File: config.mk
export PLATFORM = sky130hd
export DESIGN_NAME = red_pitaya_filter_cfg
export DESIGN_NICKNAME = d
export VERILOG_FILES = /design/src/rtl/red_pitaya_filter_pkg.sv /design/src/rtl/red_pitaya_filter_settle_timer.sv /design/src/rtl/red_pitaya_filter_cfg.sv
export SDC_FILE = /design/constraint.sdc
export NUM_CORES = 1
export LEC_CHECK = 0
export ABC_AREA = 1
export CORE_ASPECT_RATIO = 1.25
export CORE_UTILIZATION = 56
export DETAILED_ROUTE_END_ITERATION = 12
export GPL_TIMING_DRIVEN = 0
export MAX_ROUTING_LAYER = met4
export PLACE_DENSITY = 0.87
export SYNTH_ARGS = -nofsm -noshare
export SYNTH_HDL_FRONTEND = slang
export SYNTH_SLANG_ARGS = --single-unit
File: constraint.sdc
create_clock -name clk_i -period 4 [get_ports clk_i]
set_input_delay 0.6 -clock clk_i [delete_from_list [all_inputs] [get_ports clk_i]]
set_output_delay 0.6 -clock clk_i [all_outputs]
set_load 0.01 [all_outputs]
File: src/rtl/red_pitaya_filter_pkg.sv
// Shared definitions for the filter configuration block and the filter cascade:
// stage byte layout, FSM state type and small elaboration-time helpers.
package red_pitaya_filter_pkg;

   localparam int unsigned CFG_ON_BIT    = 7;
   localparam int unsigned CFG_HP_BIT    = 6;
   localparam int unsigned CFG_SHIFT_LSB = 0;
   localparam int unsigned STAGE_BITS    = 8;

   typedef enum logic [1:0] {
      ST_IDLE   = 2'd0,
      ST_SCAN   = 2'd1,
      ST_SETTLE = 2'd2
   } filt_state_e;

   // Width holding 15 << (2^shiftbits - 1) without overflow.
   function automatic int unsigned settle_cnt_width(input int unsigned shiftbits);
      return 3 + (1 << shiftbits);
   endfunction

   // Bits of a stage byte that are stored; unused shift bits read back as 0.
   function automatic logic [7:0] cfg_keep_mask(input int unsigned shiftbits);
      logic [7:0] m;
      m = 8'(((1 << shiftbits) - 1) << CFG_SHIFT_LSB)
        | 8'(1 << CFG_ON_BIT)
        | 8'(1 << CFG_HP_BIT);
      return m;
   endfunction

endpackage

File: src/rtl/red_pitaya_filter_settle_timer.sv
// Settle down-counter: loads a value, decrements on request, flags zero.
module red_pitaya_filter_settle_timer #(
   parameter int unsigned WIDTH = 19
) (
   input  logic             clk_i,
   input  logic             rst_i,
   input  logic             load_i,
   input  logic [WIDTH-1:0] load_val_i,
   input  logic             dec_i,
   output logic             zero_o
);

   logic [WIDTH-1:0] cnt_q, cnt_d;

   // Load has priority over decrement; the count never wraps below zero.
   always_comb begin
      cnt_d = cnt_q;
      if (load_i) begin
         cnt_d = load_val_i;
      end else if (dec_i && (cnt_q != '0)) begin
         cnt_d = cnt_q - WIDTH'(1);
      end
   end

   // Counter register with synchronous reset.
   always_ff @(posedge clk_i) begin
      if (rst_i) cnt_q <= '0;
      else       cnt_q <= cnt_d;
   end

   assign zero_o = (cnt_q == '0);

endmodule

File: src/rtl/red_pitaya_filter_cfg.sv
// Filter cascade configuration: shadow register per stage, commit into the
// active word, then scan the active stages to derive a settling time.
module red_pitaya_filter_cfg
   import red_pitaya_filter_pkg::*;
#(
   parameter int unsigned STAGES      = 4,
   parameter int unsigned SHIFTBITS   = 4,
   parameter int unsigned SETTLE_TAUS = 4
) (
   input  logic        clk_i,
   input  logic        rst_i,
   input  logic        wr_valid_i,
   input  logic [1:0]  wr_stage_i,
   input  logic [7:0]  wr_cfg_i,
   output logic        wr_err_o,
   input  logic        commit_valid_i,
   output logic        commit_ready_o,
   output logic [31:0] set_filter_o,
   output logic [31:0] shadow_o,
   output logic        settled_o
);

   localparam int unsigned CNT_W    = settle_cnt_width(SHIFTBITS);
   localparam logic [7:0]  CFG_MASK = cfg_keep_mask(SHIFTBITS);

   filt_state_e                      state_q, state_d;
   logic [3:0][STAGE_BITS-1:0]       shadow_q, shadow_d;
   logic [3:0][STAGE_BITS-1:0]       active_q, active_d;
   logic [1:0]                       idx_q, idx_d;
   logic [SHIFTBITS-1:0]             max_q, max_d;
   logic                             any_q, any_d;
   logic                             settled_q, settled_d;
   logic                             err_q, err_d;

   logic                             commit_ready, commit_acc;
   logic                             wr_in_range, scan_last;
   logic                             cur_on, scan_any;
   logic [SHIFTBITS-1:0]             cur_shift, scan_max;
   logic                             tmr_load, tmr_dec, tmr_zero;
   logic [CNT_W-1:0]                 tmr_load_val;

   assign commit_ready = !rst_i && (state_q != ST_SCAN);
   assign commit_acc   = commit_valid_i && commit_ready;
   assign wr_in_range  = ({30'd0, wr_stage_i} < STAGES);
   assign scan_last    = ({30'd0, idx_q} == (STAGES - 1));
   assign cur_on       = active_q[idx_q][CFG_ON_BIT];
   assign cur_shift    = active_q[idx_q][CFG_SHIFT_LSB +: SHIFTBITS];
   assign scan_any     = any_q | cur_on;
   assign scan_max     = (cur_on && (cur_shift > max_q)) ? cur_shift : max_q;

   // Next state: writes land in the shadow first so a same-cycle commit sees them.
   always_comb begin
      state_d      = state_q;
      shadow_d     = shadow_q;
      active_d     = active_q;
      idx_d        = idx_q;
      max_d        = max_q;
      any_d        = any_q;
      settled_d    = settled_q;
      err_d        = 1'b0;
      tmr_load     = 1'b0;
      tmr_load_val = '0;
      tmr_dec      = 1'b0;

      if (wr_valid_i) begin
         if (wr_in_range) shadow_d[wr_stage_i] = wr_cfg_i & CFG_MASK;
         else             err_d = 1'b1;
      end

      if (commit_acc) begin
         active_d  = shadow_d;
         settled_d = 1'b0;
         idx_d     = '0;
         max_d     = '0;
         any_d     = 1'b0;
         tmr_load  = 1'b1;
         state_d   = ST_SCAN;
      end else begin
         case (state_q)
            ST_SCAN: begin
               any_d = scan_any;
               max_d = scan_max;
               idx_d = idx_q + 2'd1;
               if (scan_last) begin
                  tmr_load     = 1'b1;
                  tmr_load_val = scan_any ? (CNT_W'(SETTLE_TAUS) << scan_max) : '0;
                  state_d      = ST_SETTLE;
               end
            end
            ST_SETTLE: begin
               if (tmr_zero) begin
                  state_d   = ST_IDLE;
                  settled_d = 1'b1;
               end else begin
                  tmr_dec = 1'b1;
               end
            end
            default: ;
         endcase
      end
   end

   // State and configuration registers; reset bypasses every stage.
   always_ff @(posedge clk_i) begin
      if (rst_i) begin
         state_q   <= ST_IDLE;
         shadow_q  <= '0;
         active_q  <= '0;
         idx_q     <= '0;
         max_q     <= '0;
         any_q     <= 1'b0;
         settled_q <= 1'b1;
         err_q     <= 1'b0;
      end else begin
         state_q   <= state_d;
         shadow_q  <= shadow_d;
         active_q  <= active_d;
         idx_q     <= idx_d;
         max_q     <= max_d;
         any_q     <= any_d;
         settled_q <= settled_d;
         err_q     <= err_d;
      end
   end

   red_pitaya_filter_settle_timer #(
      .WIDTH (CNT_W)
   ) u_timer (
      .clk_i      (clk_i),
      .rst_i      (rst_i),
      .load_i     (tmr_load),
      .load_val_i (tmr_load_val),
      .dec_i      (tmr_dec),
      .zero_o     (tmr_zero)
   );

   assign wr_err_o       = err_q;
   assign commit_ready_o = commit_ready;
   assign set_filter_o   = active_q;
   assign shadow_o       = shadow_q;
   assign settled_o      = settled_q;

endmodule

* Yosys cells after proc, flatten, opt, wreduce, memory -nomap -nowiden
Index checks and enable logic that the tools add are counted.
Storage, ports and cells: register bits 93, bits of input ports 14
Operators by class: add/sub/neg operators 2, magnitude comparators 4, eq/ne operators 8, shifts and indexed selects 1, muxes and demuxes 26, bitwise gates (word level) 1, reductions and logical operators 17
Operators by type and width (count):
- $mux 19 | 6
- $bwmux 32 | 1
- $mux 32 | 1
- $logic_not 19->1 | 1
- $reduce_bool 19->1 | 1
- $shl 3x4->19 const A | 1
- $sub 19x1->19 const B | 1
- $bmux 8 s2 | 1
- $demux 8 s2 | 1
- $mux 8 | 2
- $mux 1 | 10
- $reduce_bool 2->1 | 4
- $lt 2x3->1 const B | 2
- $ne 3x3->1 const B | 2
- $reduce_and 3->1 | 2
- $logic_and 1x1->1 | 5
- $eq 2x2->1 const B | 2
- $gt 4x4->1 | 1
- $mux 2 | 2
- $mux 4 | 1
- $ne 2x2->1 const B | 2
- $pmux 2 s2 | 1
- $reduce_bool 3->1 | 1
- $add 2x1->2 const B | 1
- 7 further kinds | 7

* Depth between registers and ports, before layout
depth in word-level cells 11, mapped depth 18, gate-level depth less buffers 16

* By module
A second synthesis with hierarchy kept.
Second synthesis, totals: cell total of the unflattened synthesis 613, area total of the unflattened synthesis 4489.3 µm²
By module, submodules not included:
- red_pitaya_filter_cfg | instances 1, cells an instance 370, area each 3071.7 µm², sequential area each 1481.4 µm²
- red_pitaya_filter_settle_timer | instances 1, cells an instance 243, area each 1417.6 µm², sequential area each 380.4 µm²

* Least setup slack after synthesis
Ideal clock, no wire load.
path kind reg-to-reg, start point reg idx_q[0], end point reg u_timer.cnt_q[10], library setup time 119 ps, arrival 2065 ps, required time 3881 ps, slack 1816 ps, stages on the path, launching flop included 18, path buffers 2, clock period less this slack 2184 ps, path through dfxtp_1 > buf_4 > inv_4 > buf_6 > nand2_1 > nand3_1 > nand2_1 > inv_1 > ha_1 > nand2_1 > inv_1 > nand2_1 > nand2_1 > nand3_4 > o21ai_4 > inv_4 > nand3_1 > a21oi_1
On the way: word-level cells in the longest chain between the ends 11
RTL lines:
- start: declaration | line red_pitaya_filter_cfg.sv:29 | logic [1:0] idx_q, idx_d;
- start signal: assignment | line red_pitaya_filter_cfg.sv:118 | idx_q <= idx_d;
- $bmux 8 s2 | line red_pitaya_filter_cfg.sv:46, red_pitaya_filter_cfg.sv:47
- $mux 8 (not written as such) | line red_pitaya_filter_cfg.sv:47 | assign cur_shift = active_q[idx_q][CFG_SHIFT_LSB +: SHIFTBITS];
- $gt 4x4->1 | line red_pitaya_filter_cfg.sv:49 | assign scan_max = (cur_on && (cur_shift > max_q)) ? cur_shift : max_q;
- $logic_and 1x1->1 | line red_pitaya_filter_cfg.sv:49
- $mux 4 | line red_pitaya_filter_cfg.sv:49
- $shl 3x4->19 | line red_pitaya_filter_cfg.sv:86 | tmr_load_val = scan_any ? (CNT_W'(SETTLE_TAUS) << scan_max) : '0;
- $mux 19 | line red_pitaya_filter_cfg.sv:86
- $mux 19 | line red_pitaya_filter_cfg.sv:84 | if (scan_last) begin
- $mux 19 | line red_pitaya_filter_cfg.sv:79 | case (state_q)
- $mux 19 | line red_pitaya_filter_cfg.sv:70 | if (commit_acc) begin
- $mux 19 | line red_pitaya_filter_settle_timer.sv:18 | if (load_i) begin
- end signal: assignment | line red_pitaya_filter_settle_timer.sv:28 | else cnt_q <= cnt_d;
- end: declaration | line red_pitaya_filter_settle_timer.sv:13 | logic [WIDTH-1:0] cnt_q, cnt_d;
Parallel ways exist; a longest one is shown, timed or not. The select of a mux whose other input is x is not followed. A chain may end at the register's enable or synchronous reset.

* Worst setup path in the final report
start point reg idx_q[0], end point reg u_timer.cnt_q[17]
The elaborated chain is that of the path after synthesis.

==> results.sh <==
export IMPL_crit_slowest_cell="dfxtp_1"
export IMPL_place_hpwl_um=9070
export IMPL_grt_antenna_before_repair=0
export IMPL_root_buffer="clkbuf_8"
export IMPL_path_delay_family="simple AND/OR/NAND/NOR gates"
export IMPL_drive_above_1_share=0.0981
export IMPL_row_count=34
export IMPL_crit_path_max_fanout=10
export IMPL_worst_path_most_repeated_cell="nand2_1"
export IMPL_vias=4246
export IMPL_grt_pass1_vias=4075
export IMPL_rsz0062_at_grt="no"
export IMPL_coreArea_sq_mm=0.00710
export IMPL_dieArea_sq_mm=0.00786
export IMPL_final_util=0.744
export IMPL_power_mw=2.22
export IMPL_track_usage=0.336
export IMPL_syn_nets=569
export IMPL_fin_crit_sh=0.684
export IMPL_ant_nets=0
export IMPL_via_per_inst=5.80
export IMPL_seqPwrFrac=0.468
export IMPL_timing_fmax_ghz=0.366
export IMPL_fin_area_sq_mm=0.00529
export IMPL_worst_slew_pin_slew_ns=0.916
export IMPL_finalClockSkew_ns=0.0148
export IMPL_power_leakage_nw=2.38
export IMPL_insertion_delay_ns=0.37
export IMPL_gp_congestion=0.935
export IMPL_cts_setup_buffers=0
export IMPL_area_growth_pct=25.7
export IMPL_num_io_pins=81
export IMPL_avgSynthCellArea_sq_um=7.66
export IMPL_cts_sinks=93
export IMPL_die_height_um=98.9
export IMPL_dieWidth_um=79.5
export IMPL_slew_violations=0
export IMPL_cts_buffer_depth=2
export IMPL_combPwrFrac=0.243
export IMPL_synth_seq_cells=93
export IMPL_finalCriticalPeriod_ns=2.73
export IMPL_ys_seq_area_frac=0.443
export IMPL_synth_top_area_share=0.443
export IMPL_synth_flop_cell="dfxtp_1"
export IMPL_hold_path_class="reg -> reg"
export IMPL_critPathArrivalTime_ns=3.03
export IMPL_setup_violations=0
export IMPL_path_clk_slew_ns=0.09
export IMPL_yosys_area_top_type="dfxtp_1"
export IMPL_postCtsHoldBufs=0
export IMPL_diodes=0
export IMPL_worst_ir_drop_vdd_mv=0.370
export IMPL_crit_chain="buf_4, inv_4, buf_6, o211ai_1, nand2_1, ha_1, nand2_1, inv_1, nand2_1, nand2_1, nand3_4, nand2_1, nand2_2, nor2_2, nand3_1, a21oi_1"
export IMPL_cts_tree="built"
export IMPL_cap_viol_max_count=0
export IMPL_async_reset_ff_frac=0
export IMPL_powerDensity_mw_per_mm2=419
export IMPL_slew_headroom=0.385
export IMPL_h_tree_depth=3
export IMPL_crit_path_end_kind="flip-flop"
export IMPL_drc=0
export IMPL_final_nets=657
export IMPL_placed_cell_area_sq_mm=0.00509
export IMPL_finalHoldViolCount=0
export IMPL_p_int_mw=1.50
export IMPL_synth_area_leaders="dfxtp_1 44%, nor2_1 7.6%, o21ai_0 7.3%"
export IMPL_timing_hold_ws_ns=0.456
export IMPL_drtIter0Drc=183
export IMPL_pwr_share_clk=0.288
export IMPL_swShare=0.325
export IMPL_cts_repair_resized=0
export IMPL_syn_cell_area_sq_mm=0.00421
export IMPL_outcome="complete, no violations"
export IMPL_grt_pass1_wl_um=19700
export IMPL_yosys_warnings=0
export IMPL_switchingPower_mw=0.720
export IMPL_crit_buf_inv=4
export IMPL_dr_pass1_iters=5
export IMPL_cp_required_ns=4.29
export IMPL_critPathLaunchType="flip-flop"
export IMPL_start_util=0.592
export IMPL_grt_ovfl_total=0
export IMPL_path_class="reg -> reg"
export IMPL_cts_buffers=9
export IMPL_synth_edf_count=0
export IMPL_grt_max_degree=17
export IMPL_numPortBuffers=77
export IMPL_synth_distinct_cells=36
export IMPL_setup_tns_ns=0
export IMPL_drt_wirelength_per_cell_um=17.0
export IMPL_finalWirelength_um=12400
export IMPL_slowest_delay_ns=0.35
export IMPL_netlist_instances=549
cell type report:
| cell class | count | area [sq um] |
|---|---|---|
| Multi-Input combinational cell | 379 | 2000 |
| Inverter | 59 | 226 |
| Fill cell | 544 | 1820 |
| Timing Repair Buffer | 77 | 771 |
| Clock inverter | 6 | 71.3 |
| Sequential cell | 93 | 1860 |
| Clock buffer | 10 | 128 |
| Tap cell | 90 | 113 |
| Buffer | 18 | 119 |
cells by family (layout without fill, tap and decap cells):
group | count (synthesis) | after routing | share of synthesized area
compound gates | 130 | 130 | 0.186
xor+xnor | 5 | 5 | 0.0104
fa+ha+maj | 6 | 6 | 0.0178
buf+inv | 77 | 170 | 0.0821
flops | 93 | 93 | 0.443
other cells | 1 | 1 | 0.000891
simple gates | 237 | 237 | 0.261
tightest hold or removal path, stage by stage, from the launching register on:
cell and delay, ns:
dfxtp_1 0.32, nand2_1 0.06, nor2_1 0.04
layer usage:
metal / global-route usage / wire [um] / up-vias
met4: 0.175 / 493 / 0
met1: 0.359 / 4750 / 2006
met3: 0.0657 / 742 / 46
met2: 0.578 / 6460 / 183
met5: - / 0 / -
li1: - / - / 2011
metrics by stage:
stage | setup slack, ns | instances
4_1_cts | 1.29 | 732
5_1_grt | 1.04 | 732
3_3_place_gp | 1.38 | 716
6_report | 1.27 | 732
2_1_floorplan | 1.82 | 549
3_5_place_dp | 1.23 | 716
power groups by stage:
stage	logic, mW	clock network, mW	registers, mW
floorplan	0.333	0	1.06
global placement	0.519	0	1.06
detailed placement	0.531	0	1.06
CTS	0.537	0.638	1.04
global route	0.589	0.686	1.04
finish	0.539	0.638	1.04
path summary, 6_finish.rpt:
kind / depth (start not counted) / to / start / slack [ns]
setup / recovery: 16 / u_timer.cnt_q[17] / idx_q[0] / 1.27
hold / removal: 2 / shadow_o[4] / shadow_o[4] / 0.46
setup reg to reg: 16 / u_timer.cnt_q[17] / idx_q[0] / 1.27
hold reg to reg: 2 / shadow_o[4] / shadow_o[4] / 0.46
flip-flops by register name, summed over array words and instances, names as in the netlist:
name,count
any_q,1
idx_q,2
max_q,4
set_filter_o,32
settled_o,1
shadow_o,32
state_q,2
u_timer.cnt_q,19
synth_stat cells, types with 5 or more instances:
cell,instances
dfxtp_1,93
nor2_1,85
nand2_1,78
o21ai_0,61
inv_1,51
nand3_1,34
a21oi_1,30
o22a_1,20
nand4_1,10
nand2_2,7
a2bb2oi_1,6
clkbuf_1,6
ha_1,6
inv_2,6
nor2_2,6
o22ai_1,6
buf_2,5
buf_6,5
layout by cell type (no fill, tap or decap), drive strengths merged:
cell type      count
a21o               1
a21oi             30
a2bb2oi            6
a31oi              1
buf               12
bufinv             1
clkbuf            16
clkdlybuf4s50     77
clkinv             2
clkinvlp           2
conb               1
dfxtp             93
ha                 6
inv               60
nand2             88
nand3             39
nand4             11
nor2              95
nor3               3
o211ai             2
o21a               1
o21ai             62
o21bai             1
o22a              20
o22ai              6
or2                1
xnor2              1
xor2               4
Power figures use the tool's default switching activity.
